==> src/rtl/i2c_seq_pkg.sv <==
// Shared definitions for the I2C register-transaction sequencer: core
// register map, CR/SR bit positions, response status codes, FSM states and
// the command-register value issued for each byte phase.
package i2c_seq_pkg;

  localparam logic [2:0] PRER_LO = 3'd0;
  localparam logic [2:0] PRER_HI = 3'd1;
  localparam logic [2:0] CTR     = 3'd2;
  localparam logic [2:0] TXR_RXR = 3'd3;
  localparam logic [2:0] CR_SR   = 3'd4;

  // CR bits
  localparam int STA  = 7;
  localparam int STO  = 6;
  localparam int RD   = 5;
  localparam int WR   = 4;
  localparam int ACK  = 3;
  localparam int IACK = 0;

  // SR bits
  localparam int RXACK = 7;
  localparam int BUSY  = 6;
  localparam int AL    = 5;
  localparam int TIP   = 1;
  localparam int IF    = 0;

  localparam logic [7:0] CTR_EN  = 8'h80;
  localparam logic [7:0] CR_STOP = 8'h40;

  typedef enum logic [1:0] {
    ST_OK       = 2'b00,
    ST_NACK     = 2'b01,
    ST_ARB_LOST = 2'b10,
    ST_TIMEOUT  = 2'b11
  } rsp_status_e;

  typedef enum logic [3:0] {
    INIT, IDLE, PH_TXR, PH_CR, POLL, RD_RXR, STOP, STOP_POLL, RESP
  } seq_state_e;

  // Byte phases: 0 address+START, 1 register, 2 write data (write) or
  // repeated-START address (read), 3 read with NACK and STOP (read only).
  function automatic logic [7:0] phase_cr(input logic rd, input logic [1:0] ph);
    logic [7:0] c;
    c = '0;
    if (ph == 2'd3) begin
      c[RD]  = 1'b1;
      c[ACK] = 1'b1;
      c[STO] = 1'b1;
    end else begin
      c[WR] = 1'b1;
      if (ph == 2'd0 || (rd && ph == 2'd2)) c[STA] = 1'b1;
      if (!rd && ph == 2'd2) c[STO] = 1'b1;
    end
    return c;
  endfunction

endpackage

==> src/rtl/i2c_wb_access.sv <==
// Single-beat Wishbone master used by the sequencer FSM.
// Ports:
//   clk, wb_rst_i            clock, synchronous active-high reset
//   start_i, we_i, adr_i,    launch one access (sampled only when idle)
//   dat_i
//   busy_o                   a cycle is on the bus
//   done_o                   one-cycle pulse after the access ends
//   timeout_o                valid with done_o: no ack within ACK_LIMIT cycles
//   rdata_o                  data captured on the ack cycle of a read
//   wb_*                     Wishbone master signals
module i2c_wb_access #(
  parameter logic [7:0] ACK_LIMIT = 8'd16
) (
  input  logic       clk,
  input  logic       wb_rst_i,
  input  logic       start_i,
  input  logic       we_i,
  input  logic [2:0] adr_i,
  input  logic [7:0] dat_i,
  output logic       busy_o,
  output logic       done_o,
  output logic       timeout_o,
  output logic [7:0] rdata_o,
  output logic [2:0] wb_adr_o,
  output logic [7:0] wb_dat_o,
  output logic       wb_we_o,
  output logic       wb_stb_o,
  output logic       wb_cyc_o,
  input  logic [7:0] wb_dat_i,
  input  logic       wb_ack_i
);

  logic       cyc_q, we_q, done_q, to_q;
  logic [2:0] adr_q;
  logic [7:0] dat_q, rdata_q, cnt_q;

  always_ff @(posedge clk) begin
    if (wb_rst_i) begin
      cyc_q   <= 1'b0;
      we_q    <= 1'b0;
      adr_q   <= '0;
      dat_q   <= '0;
      done_q  <= 1'b0;
      to_q    <= 1'b0;
      rdata_q <= '0;
      cnt_q   <= '0;
    end else begin
      done_q <= 1'b0;
      if (cyc_q) begin
        if (wb_ack_i) begin
          cyc_q  <= 1'b0;
          done_q <= 1'b1;
          to_q   <= 1'b0;
          if (!we_q) rdata_q <= wb_dat_i;
        end else if (cnt_q == ACK_LIMIT - 8'd1) begin
          // cyc has been high for ACK_LIMIT cycles without an ack
          cyc_q  <= 1'b0;
          done_q <= 1'b1;
          to_q   <= 1'b1;
        end else begin
          cnt_q <= cnt_q + 8'd1;
        end
      end else if (start_i) begin
        cyc_q <= 1'b1;
        we_q  <= we_i;
        adr_q <= adr_i;
        dat_q <= dat_i;
        cnt_q <= '0;
      end
    end
  end

  assign busy_o    = cyc_q;
  assign done_o    = done_q;
  assign timeout_o = to_q;
  assign rdata_o   = rdata_q;
  assign wb_adr_o  = adr_q;
  assign wb_dat_o  = dat_q;
  assign wb_we_o   = we_q;
  assign wb_stb_o  = cyc_q;
  assign wb_cyc_o  = cyc_q;

endmodule

==> src/rtl/i2c_wb_sequencer.sv <==
// Runs a complete I2C register read or write through the i2c_master_top
// register file: one-time core init, START/address/register/data byte
// phases with SR polling, STOP on NACK or poll timeout, and a single
// held response.
// Ports:
//   clk, wb_rst_i                      clock, synchronous active-high reset
//   cmd_valid/cmd_ready, cmd_rd,       command handshake and fields
//   cmd_dev, cmd_reg, cmd_wdata
//   rsp_valid/rsp_ready, rsp_rdata,    response handshake, read byte, status
//   rsp_status
//   wb_adr_o, wb_dat_o, wb_dat_i,      Wishbone master to the core
//   wb_we_o, wb_stb_o, wb_cyc_o, wb_ack_i
module i2c_wb_sequencer
  import i2c_seq_pkg::*;
#(
  parameter logic [15:0] PRESCALE   = 16'h0063,
  parameter logic [19:0] POLL_LIMIT = 20'd200000,
  parameter logic [7:0]  ACK_LIMIT  = 8'd16
) (
  input  logic       clk,
  input  logic       wb_rst_i,
  input  logic       cmd_valid,
  output logic       cmd_ready,
  input  logic       cmd_rd,
  input  logic [6:0] cmd_dev,
  input  logic [7:0] cmd_reg,
  input  logic [7:0] cmd_wdata,
  output logic       rsp_valid,
  input  logic       rsp_ready,
  output logic [7:0] rsp_rdata,
  output logic [1:0] rsp_status,
  output logic [2:0] wb_adr_o,
  output logic [7:0] wb_dat_o,
  input  logic [7:0] wb_dat_i,
  output logic       wb_we_o,
  output logic       wb_stb_o,
  output logic       wb_cyc_o,
  input  logic       wb_ack_i
);

  seq_state_e  state_q, state_d;
  rsp_status_e status_q, status_d;
  logic [1:0]  init_idx_q, init_idx_d, phase_q, phase_d;
  logic        rd_q, rd_d;
  logic [6:0]  dev_q, dev_d;
  logic [7:0]  reg_q, reg_d, wdata_q, wdata_d, rdata_q, rdata_d;
  logic [19:0] poll_cnt_q, poll_cnt_d, poll_next;

  logic       acc_start, acc_we, acc_busy, acc_done, acc_to;
  logic [2:0] acc_adr;
  logic [7:0] acc_dat, acc_rdata, txr_byte;
  logic       issue, last_phase, wr_type;

  i2c_wb_access #(.ACK_LIMIT(ACK_LIMIT)) u_acc (
    .clk      (clk),
    .wb_rst_i (wb_rst_i),
    .start_i  (acc_start),
    .we_i     (acc_we),
    .adr_i    (acc_adr),
    .dat_i    (acc_dat),
    .busy_o   (acc_busy),
    .done_o   (acc_done),
    .timeout_o(acc_to),
    .rdata_o  (acc_rdata),
    .wb_adr_o (wb_adr_o),
    .wb_dat_o (wb_dat_o),
    .wb_we_o  (wb_we_o),
    .wb_stb_o (wb_stb_o),
    .wb_cyc_o (wb_cyc_o),
    .wb_dat_i (wb_dat_i),
    .wb_ack_i (wb_ack_i)
  );

  always_ff @(posedge clk) begin
    if (wb_rst_i) begin
      state_q    <= INIT;
      status_q   <= ST_OK;
      init_idx_q <= '0;
      phase_q    <= '0;
      rd_q       <= 1'b0;
      dev_q      <= '0;
      reg_q      <= '0;
      wdata_q    <= '0;
      rdata_q    <= '0;
      poll_cnt_q <= '0;
    end else begin
      state_q    <= state_d;
      status_q   <= status_d;
      init_idx_q <= init_idx_d;
      phase_q    <= phase_d;
      rd_q       <= rd_d;
      dev_q      <= dev_d;
      reg_q      <= reg_d;
      wdata_q    <= wdata_d;
      rdata_q    <= rdata_d;
      poll_cnt_q <= poll_cnt_d;
    end
  end

  always_comb begin
    state_d    = state_q;
    status_d   = status_q;
    init_idx_d = init_idx_q;
    phase_d    = phase_q;
    rd_d       = rd_q;
    dev_d      = dev_q;
    reg_d      = reg_q;
    wdata_d    = wdata_q;
    rdata_d    = rdata_q;
    poll_cnt_d = poll_cnt_q;
    acc_start  = 1'b0;
    acc_we     = 1'b1;
    acc_adr    = CR_SR;
    acc_dat    = '0;

    // A new access is launched only once the previous one has fully ended
    // and its done pulse has been consumed by a state change.
    issue      = !acc_busy && !acc_done;
    poll_next  = (poll_cnt_q == POLL_LIMIT) ? poll_cnt_q : poll_cnt_q + 20'd1;
    last_phase = rd_q ? (phase_q == 2'd3) : (phase_q == 2'd2);
    wr_type    = !(rd_q && phase_q == 2'd3);

    case (phase_q)
      2'd0:    txr_byte = {dev_q, 1'b0};
      2'd1:    txr_byte = reg_q;
      2'd2:    txr_byte = rd_q ? {dev_q, 1'b1} : wdata_q;
      default: txr_byte = '0;
    endcase

    case (state_q)
      INIT: begin
        acc_start = issue;
        acc_adr   = {1'b0, init_idx_q};
        acc_dat   = (init_idx_q == 2'd0) ? PRESCALE[7:0] :
                    (init_idx_q == 2'd1) ? PRESCALE[15:8] : CTR_EN;
        if (acc_done) begin
          if (init_idx_q == 2'd2) state_d = IDLE;
          else                    init_idx_d = init_idx_q + 2'd1;
        end
      end
      IDLE: begin
        if (cmd_valid) begin
          rd_d     = cmd_rd;
          dev_d    = cmd_dev;
          reg_d    = cmd_reg;
          wdata_d  = cmd_wdata;
          rdata_d  = '0;
          status_d = ST_OK;
          phase_d  = '0;
          state_d  = PH_TXR;
        end
      end
      PH_TXR: begin
        acc_start = issue;
        acc_adr   = TXR_RXR;
        acc_dat   = txr_byte;
        if (acc_done) begin
          if (acc_to) begin status_d = ST_TIMEOUT; state_d = RESP; end
          else        state_d = PH_CR;
        end
      end
      PH_CR: begin
        acc_start = issue;
        acc_dat   = phase_cr(rd_q, phase_q);
        if (acc_done) begin
          poll_cnt_d = '0;
          if (acc_to) begin status_d = ST_TIMEOUT; state_d = RESP; end
          else        state_d = POLL;
        end
      end
      POLL: begin
        acc_start = issue;
        acc_we    = 1'b0;
        if (acc_done) begin
          if (acc_to) begin
            status_d = ST_TIMEOUT;
            state_d  = RESP;
          end else if (acc_rdata[TIP]) begin
            poll_cnt_d = poll_next;
            if (poll_next == POLL_LIMIT) begin status_d = ST_TIMEOUT; state_d = STOP; end
          end else if (acc_rdata[AL]) begin
            // Bus is no longer ours; a STOP would be meaningless.
            status_d = ST_ARB_LOST;
            state_d  = RESP;
          end else if (wr_type && acc_rdata[RXACK]) begin
            status_d = ST_NACK;
            state_d  = STOP;
          end else if (last_phase) begin
            state_d = rd_q ? RD_RXR : RESP;
          end else begin
            phase_d = phase_q + 2'd1;
            // The final read phase carries no transmit byte.
            state_d = (rd_q && phase_q == 2'd2) ? PH_CR : PH_TXR;
          end
        end
      end
      RD_RXR: begin
        acc_start = issue;
        acc_we    = 1'b0;
        acc_adr   = TXR_RXR;
        if (acc_done) begin
          if (acc_to) status_d = ST_TIMEOUT;
          else        rdata_d  = acc_rdata;
          state_d = RESP;
        end
      end
      STOP: begin
        acc_start = issue;
        acc_dat   = CR_STOP;
        if (acc_done) begin
          poll_cnt_d = '0;
          if (acc_to) begin status_d = ST_TIMEOUT; state_d = RESP; end
          else        state_d = STOP_POLL;
        end
      end
      STOP_POLL: begin
        acc_start = issue;
        acc_we    = 1'b0;
        if (acc_done) begin
          if (acc_to) begin
            status_d = ST_TIMEOUT;
            state_d  = RESP;
          end else if (acc_rdata[TIP]) begin
            poll_cnt_d = poll_next;
            if (poll_next == POLL_LIMIT) begin status_d = ST_TIMEOUT; state_d = RESP; end
          end else begin
            state_d = RESP;
          end
        end
      end
      RESP: begin
        if (rsp_ready) state_d = IDLE;
      end
      default: state_d = INIT;
    endcase
  end

  assign cmd_ready  = (state_q == IDLE);
  assign rsp_valid  = (state_q == RESP);
  assign rsp_rdata  = rdata_q;
  assign rsp_status = status_q;

endmodule

==> config.mk <==
export PLATFORM = sky130hd
export DESIGN_NAME = i2c_wb_sequencer
export DESIGN_NICKNAME = d
export VERILOG_FILES = /design/src/rtl/i2c_seq_pkg.sv /design/src/rtl/i2c_wb_access.sv /design/src/rtl/i2c_wb_sequencer.sv
export SDC_FILE = /design/constraint.sdc
export NUM_CORES = 1
export LEC_CHECK = 0
export ABC_AREA = 1
export CAP_MARGIN = 40
export CELL_PAD_IN_SITES_DETAIL_PLACEMENT = 1
export CELL_PAD_IN_SITES_GLOBAL_PLACEMENT = 1
export CORE_ASPECT_RATIO = 1.25
export CORE_MARGIN = 5
export CORE_UTILIZATION = 36
export CTS_BUF_LIST = sky130_fd_sc_hd__clkbuf_4 sky130_fd_sc_hd__clkbuf_8 sky130_fd_sc_hd__clkbuf_16
export DETAILED_ROUTE_END_ITERATION = 6
export PLACE_DENSITY = 0.85
export RECOVER_POWER = 25
export SLEW_MARGIN = 15
export SYNTH_ARGS = -nofsm -noshare
export SYNTH_HDL_FRONTEND = slang
export SYNTH_HIERARCHICAL = 1
export SYNTH_SLANG_ARGS = --single-unit
export TNS_END_PERCENT = 20
==> constraint.sdc <==
create_clock -name clk -period 1.81 [get_ports clk]
set_input_delay 0.181 -clock clk [delete_from_list [all_inputs] [get_ports clk]]
set_output_delay 0.181 -clock clk [all_outputs]
set_load 0.01 [all_outputs]
-- Yosys cells after proc, flatten, opt, wreduce, memory -nomap -nowiden
Cells that the tools add are included.
- bits in writable memories: 0
- bits in registers: 93
- word-level logic and storage cells: 188
- ROM bits: 0
- memories: 0
- output and inout port bits: 26
- bits in latches: 0
- add/sub/neg operators: 4
- order comparisons: 0
- multiplexer cells: 82
- reductions and logical operators: 37
- equality and inequality tests: 44
- shift-type cells: 0
- multiply operators: 0
- divide/modulo/power cells: 0
- bitwise logic cells: 3
- operators with widths (cell ; count):
    $mux W20 ; 5
    $mux W4 ; 23
    $mux W8 ; 10
    $eq A20 B18 Y1 const B ; 2
    $pmux W20 S2 ; 1
    $mux W2 ; 18
    $pmux W4 S9 ; 1
    $pmux W8 S4 ; 1
    $ne A2 B1 Y1 const B ; 13
    $pmux W8 S3 ; 1
    $ne A2 B2 Y1 const B ; 11
    $add A20 B1 Y20 const B ; 1
    $mux W1 ; 18
    $eq A4 B3 Y1 const B ; 4
    $pmux W8 S2 ; 1
    $reduce_and A8 Y1 ; 2
    $reduce_and A12 Y1 ; 1
    $reduce_bool A2 Y1 ; 5
    $reduce_and A3 Y1 ; 3
    $add A8 B1 Y8 const B ; 1
    $eq A4 B2 Y1 const B ; 2
    $eq A8 B4 Y1 const B ; 1
    $ne A4 B3 Y1 const B ; 2
    $pmux W2 S4 ; 1
    other kinds (23) ; 42

-- Longest topological paths before layout
- depth in word-level cells: 10
- depth in mapped cells: 16
- gate-level depth less buffers: 16

-- Modules after synthesis
The synthesis kept the hierarchy.
- by module, submodules not included (module ; seq. area each (um^2) ; cells an instance ; area each (um^2) ; times used):
    i2c_wb_sequencer ; 1241.2 ; 597 ; 3832.4 ; 1
    i2c_wb_access ; 620.6 ; 183 ; 1337.5 ; 1

-- Worst setup path after synthesis
Ideal clock, no wire load.
- kind: flip-flop to flip-flop
- start point: register poll_cnt_q[0]
- end point: register state_q[0]
- setup time: 128 ps
- period minus slack after synthesis: 1985 ps
- arrival: 1857 ps
- stages on the path, launching flop included: 14
- slack: -175 ps
- path through: dfxtp_1 ha_1 nand2_1 nor2_2 nand2_4 nor2_4 xor2_2 nand2_2 nor2_4 nand3_4 a21boi_4 nand2_1 o21ai_1 nor2_1
- longest elaborated chain between the ends: 5
- elaborated cells on any way between the ends: 7
- those cells by class: add/sub (1); eq/ne (4); mux (1); reduce/logical (1)
- RTL lines (what ; line ; RTL):
    start, declared ; i2c_wb_sequencer.sv:47 ; logic [19:0] poll_cnt_q, poll_cnt_d, poll_next;
    start signal, assigned ; i2c_wb_sequencer.sv:96 ; poll_cnt_q <= poll_cnt_d;
    $add A20 B1 Y20 or $eq A20 B18 Y1 (tied branches) ; i2c_wb_sequencer.sv:119 ; poll_next = (poll_cnt_q == POLL_LIMIT) ? poll_cnt_q : poll_cnt_q + 20'd1;
    $mux W20 * ; i2c_wb_sequencer.sv:119 ;
    $eq A20 B18 Y1 * ; i2c_wb_sequencer.sv:180, i2c_wb_sequencer.sv:225 ;
    $ne A4 B3 Y1 (no source line) ; -- ;
    $reduce_and A12 Y1 (no source line) * ; -- ;
    end signal, assigned ; i2c_wb_sequencer.sv:87 ; state_q <= state_d;
    end, declared ; i2c_wb_sequencer.sv:41 ; seq_state_e state_q, state_d;
Mark *: on every way between the ends. The rest lies on a longest branch, timed or not.
A chain may end at the register's enable or synchronous reset.

-- Final worst setup path
- start point: register poll_cnt_q[1]
- end point: register state_q[0]
Same word-level chain as after synthesis.

==> impl_metrics.py <==
metrics = {
    "final_layout": {
        "layout_commonest_cell": "nand2_1",
        "drive_gt1_frac": 0.209,
        "diodes": 0,
        "final_net_count": 973,
        "layout_common_cells": "165 x nand2_1, 109 x nor2_1, 92 x buf_4",
        "finalNonFillerCells": 1109,
        "areaGrowthSynthToFinish_pct": 37.4,
        "fill_cells": 1864,
    },
    "timing": {
        "hold_viol_final": 0,
        "tns_ps": -1800,
        "slew_headroom": 0.591,
        "drv_slew": 0,
        "finalCriticalPeriod_ps": 2120,
        "setup_viol": 23,
        "fin_ws_ps": -311,
        "fmax_ghz": 0.471,
        "rsz0062_at_grt": "true",
        "timing.hold.ws_ps": 57.0,
        "period_share": 1.17,
        "finalClockSkew_ps": 8.34,
        "tightest_slew_ps": 612,
    },
    "yosys": {
        "postSynthAreaPerCell_um2": 6.63,
        "yosysWarnings": 6,
        "synthCells": 780,
        "syn-num-nets": 827,
        "ys_types": 41,
        "ys_seq_area_frac": 0.360,
        "ys_ff_latch": 93,
        "syn-cell-area_mm2": 0.00517,
    },
    "floorplan": {
        "dieHeight_um": 144,
        "start_util": 0.363,
        "pin_count": 63,
        "core_mm2": 0.0142,
        "die_area_mm2": 0.0169,
        "rows": 49,
        "die_x_um": 117,
    },
    "power_and_ir_drop": {
        "ir_drop_mv": 0.614,
        "power.density_mw_per_mm2": 724,
        "leakage_nw": 2.93,
    },
    "worst_hold_path": {
        "min_from": "wb_rst_i",
        "min_path_cells": 2,
        "hp-class": "in -> reg",
        "hold_end": "u_acc/busy_o",
    },
    "global_routing": {
        "grt_util_met1": 0.235,
        "use_met2": 0.422,
        "first_global_vias": 6317,
        "antenna_found_initial": 0,
        "track_usage": 0.222,
        "top_usage_layer": "met2",
        "grt_max_degree": 37,
        "grt_pass1_wl_mm": 29.6,
        "grtUsageMet3": 0.0306,
        "globalRouteOverflowTotal": 0,
    },
    "routing": {
        "wirelength_mm": 18.1,
        "drc": 0,
        "drtAntennaViolNets": 0,
        "viasPerCell": 5.16,
        "first_iter_violations": 185,
        "drt-wirelength-per-cell_um": 16.3,
        "drtPass1Iterations": 4,
        "vias": 5717,
    },
    "outcome": {
        "violations": "setup timing",
        "outcome": "finished with violations",
    },
    "placed_design": {
        "port_buffers": 62,
        "dp_hpwl_mm": 13.4,
        "place_congestion": 0.862,
        "placedCellCount": 1086,
    },
    "job": {
        "max-cap-violations": 0,
    },
    "critical_path": {
        "reg2regPathDepth": 14,
        "startpoint": "poll_cnt_q[1]",
        "reg2reg_slack_ps": -310,
        "r2r-start": "poll_cnt_q[1]",
        "arrival_ps": 2360,
        "worst_ep_required_time_ps": 2050,
        "path_max_fanout": 5,
        "start_kind": "flop",
        "cp-end-kind": "flop",
        "reg2reg_to": "state_q[0]",
        "crit_type": "reg -> reg",
    },
    "cts": {
        "numCtsBuffers": 9,
        "cts_hold_buf": 0,
        "clock_sinks": 93,
        "h-tree-depth": 3,
        "clock-root-buffer": "clkbuf_16",
        "clk_latency_ps": 360,
        "cts.clk_slew.worst_paths_ps": 70,
        "cts_tree": "built",
        "clk_path_buf_depth": 2,
    },
}
power breakdown:
group | leakage (nW) | internal (W) | total [W] | switching [W]
clock | 0.151 | 0.00111 | 0.00195 | 0.000846
sequential | 0.762 | 0.00216 | 0.00226 | 0.000100
combinational | 2.02 | 0.000408 | 0.000924 | 0.000516
cells in the mapped netlist, drive strengths merged:
master	count	area (um^2)
a21boi	1	18.8
o22ai	3	18.8
o21ai	59	295
o21bai	2	15.0
ha	10	125
xor2	6	60.1
a21oi	75	375
o2111ai	2	17.5
a211oi	4	30.0
a31oi	3	18.8
o31ai	1	7.51
nor2	133	572
a221oi	4	35.0
o221ai	2	17.5
a311oi	1	8.76
or2	2	12.5
nand3b	2	18.8
nand4	12	75.1
nand3	60	338
buf	11	66.3
clkbuf	15	58.8
inv	91	342
and3	1	6.26
xnor2	2	17.5
dfxtp	93	1860
nand2	180	711
nor3	5	47.5
state kept, by name (all words and copies together) (netlist names), 2 cells and up:
| signal | flops |
|---|---|
| u_acc/wb_dat_o | 8 |
| poll_cnt_q | 20 |
| u_acc/cnt_q | 8 |
| phase_q | 2 |
| state_q | 4 |
| reg_q | 8 |
| wdata_q | 8 |
| init_idx_q | 2 |
| dev_q | 7 |
| rsp_rdata | 8 |
| u_acc/wb_adr_o | 3 |
| rsp_status | 2 |
| u_acc/rdata_o | 8 |
worst max path at each step:
stage,endpoint,slack [ps],cells after the start
after floorplan,state_q[0],-20,14
after global placement,state_q[0],-260,10
after detailed placement,state_q[0],-350,14
after CTS,state_q[0],-240,14
after global routing,state_q[0],-460,12
final,state_q[0],-310,14
final cells by class:
| class | count | area [um^2] | area share |
|---|---|---|---|
| clock buffers | 11 | 240 | 0.0338 |
| clock inverters | 5 | 58.8 | 0.00828 |
| inverters | 91 | 347 | 0.0488 |
| multi-input cells | 570 | 2960 | 0.417 |
| flip-flops and latches | 93 | 1890 | 0.266 |
| well taps | 178 | 223 | 0.0313 |
| repair buffers | 161 | 1380 | 0.195 |
repair_timing:
item                                    in CTS  in global routing
buffers inserted                             5                  2
endpoints found under the hold margin        0                  0
resized for setup                           34                 20
pin swaps                                    7                  8
cloned                                       0                  0
endpoints found under the setup margin      62                 67
metal layers:
metal | wire [um] | part of all wire
met1 | 6990 | 0.39
met2 | 9950 | 0.55
met3 | 616 | 0.034
met4 | 513 | 0.028
met5 | 0 | 0
critical path, stage by stage (launching register included):
cell,delay (ps)
dfxtp_4,380
ha_4,160
nand2_4,50
nor2_4,220
nand3_2,100
nand2_1,90
nand2_1,90
nor2_1,120
nand2_1,70
nor2_2,150
nand3_4,130
a21boi_4,230
nand2_1,80
o21ai_1,80
nor2_1,50
kinds of logic (layout without fill, tap and decap cells):
| kind of cell | after synthesis | in the layout | synth area share |
|---|---|---|---|
| DFF | 93 | 93 | 0.360 |
| adders and majority gates | 10 | 10 | 0.0242 |
| and+or+nand+nor | 395 | 395 | 0.344 |
| AOI/OAI and AO/OA | 157 | 157 | 0.166 |
| buffers and inverters | 117 | 268 | 0.0903 |
| xor gates and xnor gates | 8 | 8 | 0.0150 |
stage by stage:
| stage | util | setup WS (ps) | area [um^2] | power (W) |
|---|---|---|---|---|
| floorplan | - | -22.4 | 5210 | 0.00277 |
| global placement | 0.466 | -258 | 6630 | 0.00316 |
| detailed placement | 0.466 | -351 | 6630 | 0.00319 |
| CTS | 0.495 | -241 | 7040 | 0.00517 |
| global route | 0.499 | -460 | 7100 | 0.00538 |
| finish | 0.499 | -311 | 7100 | 0.00514 |
(Power assumes the default switching activity.)
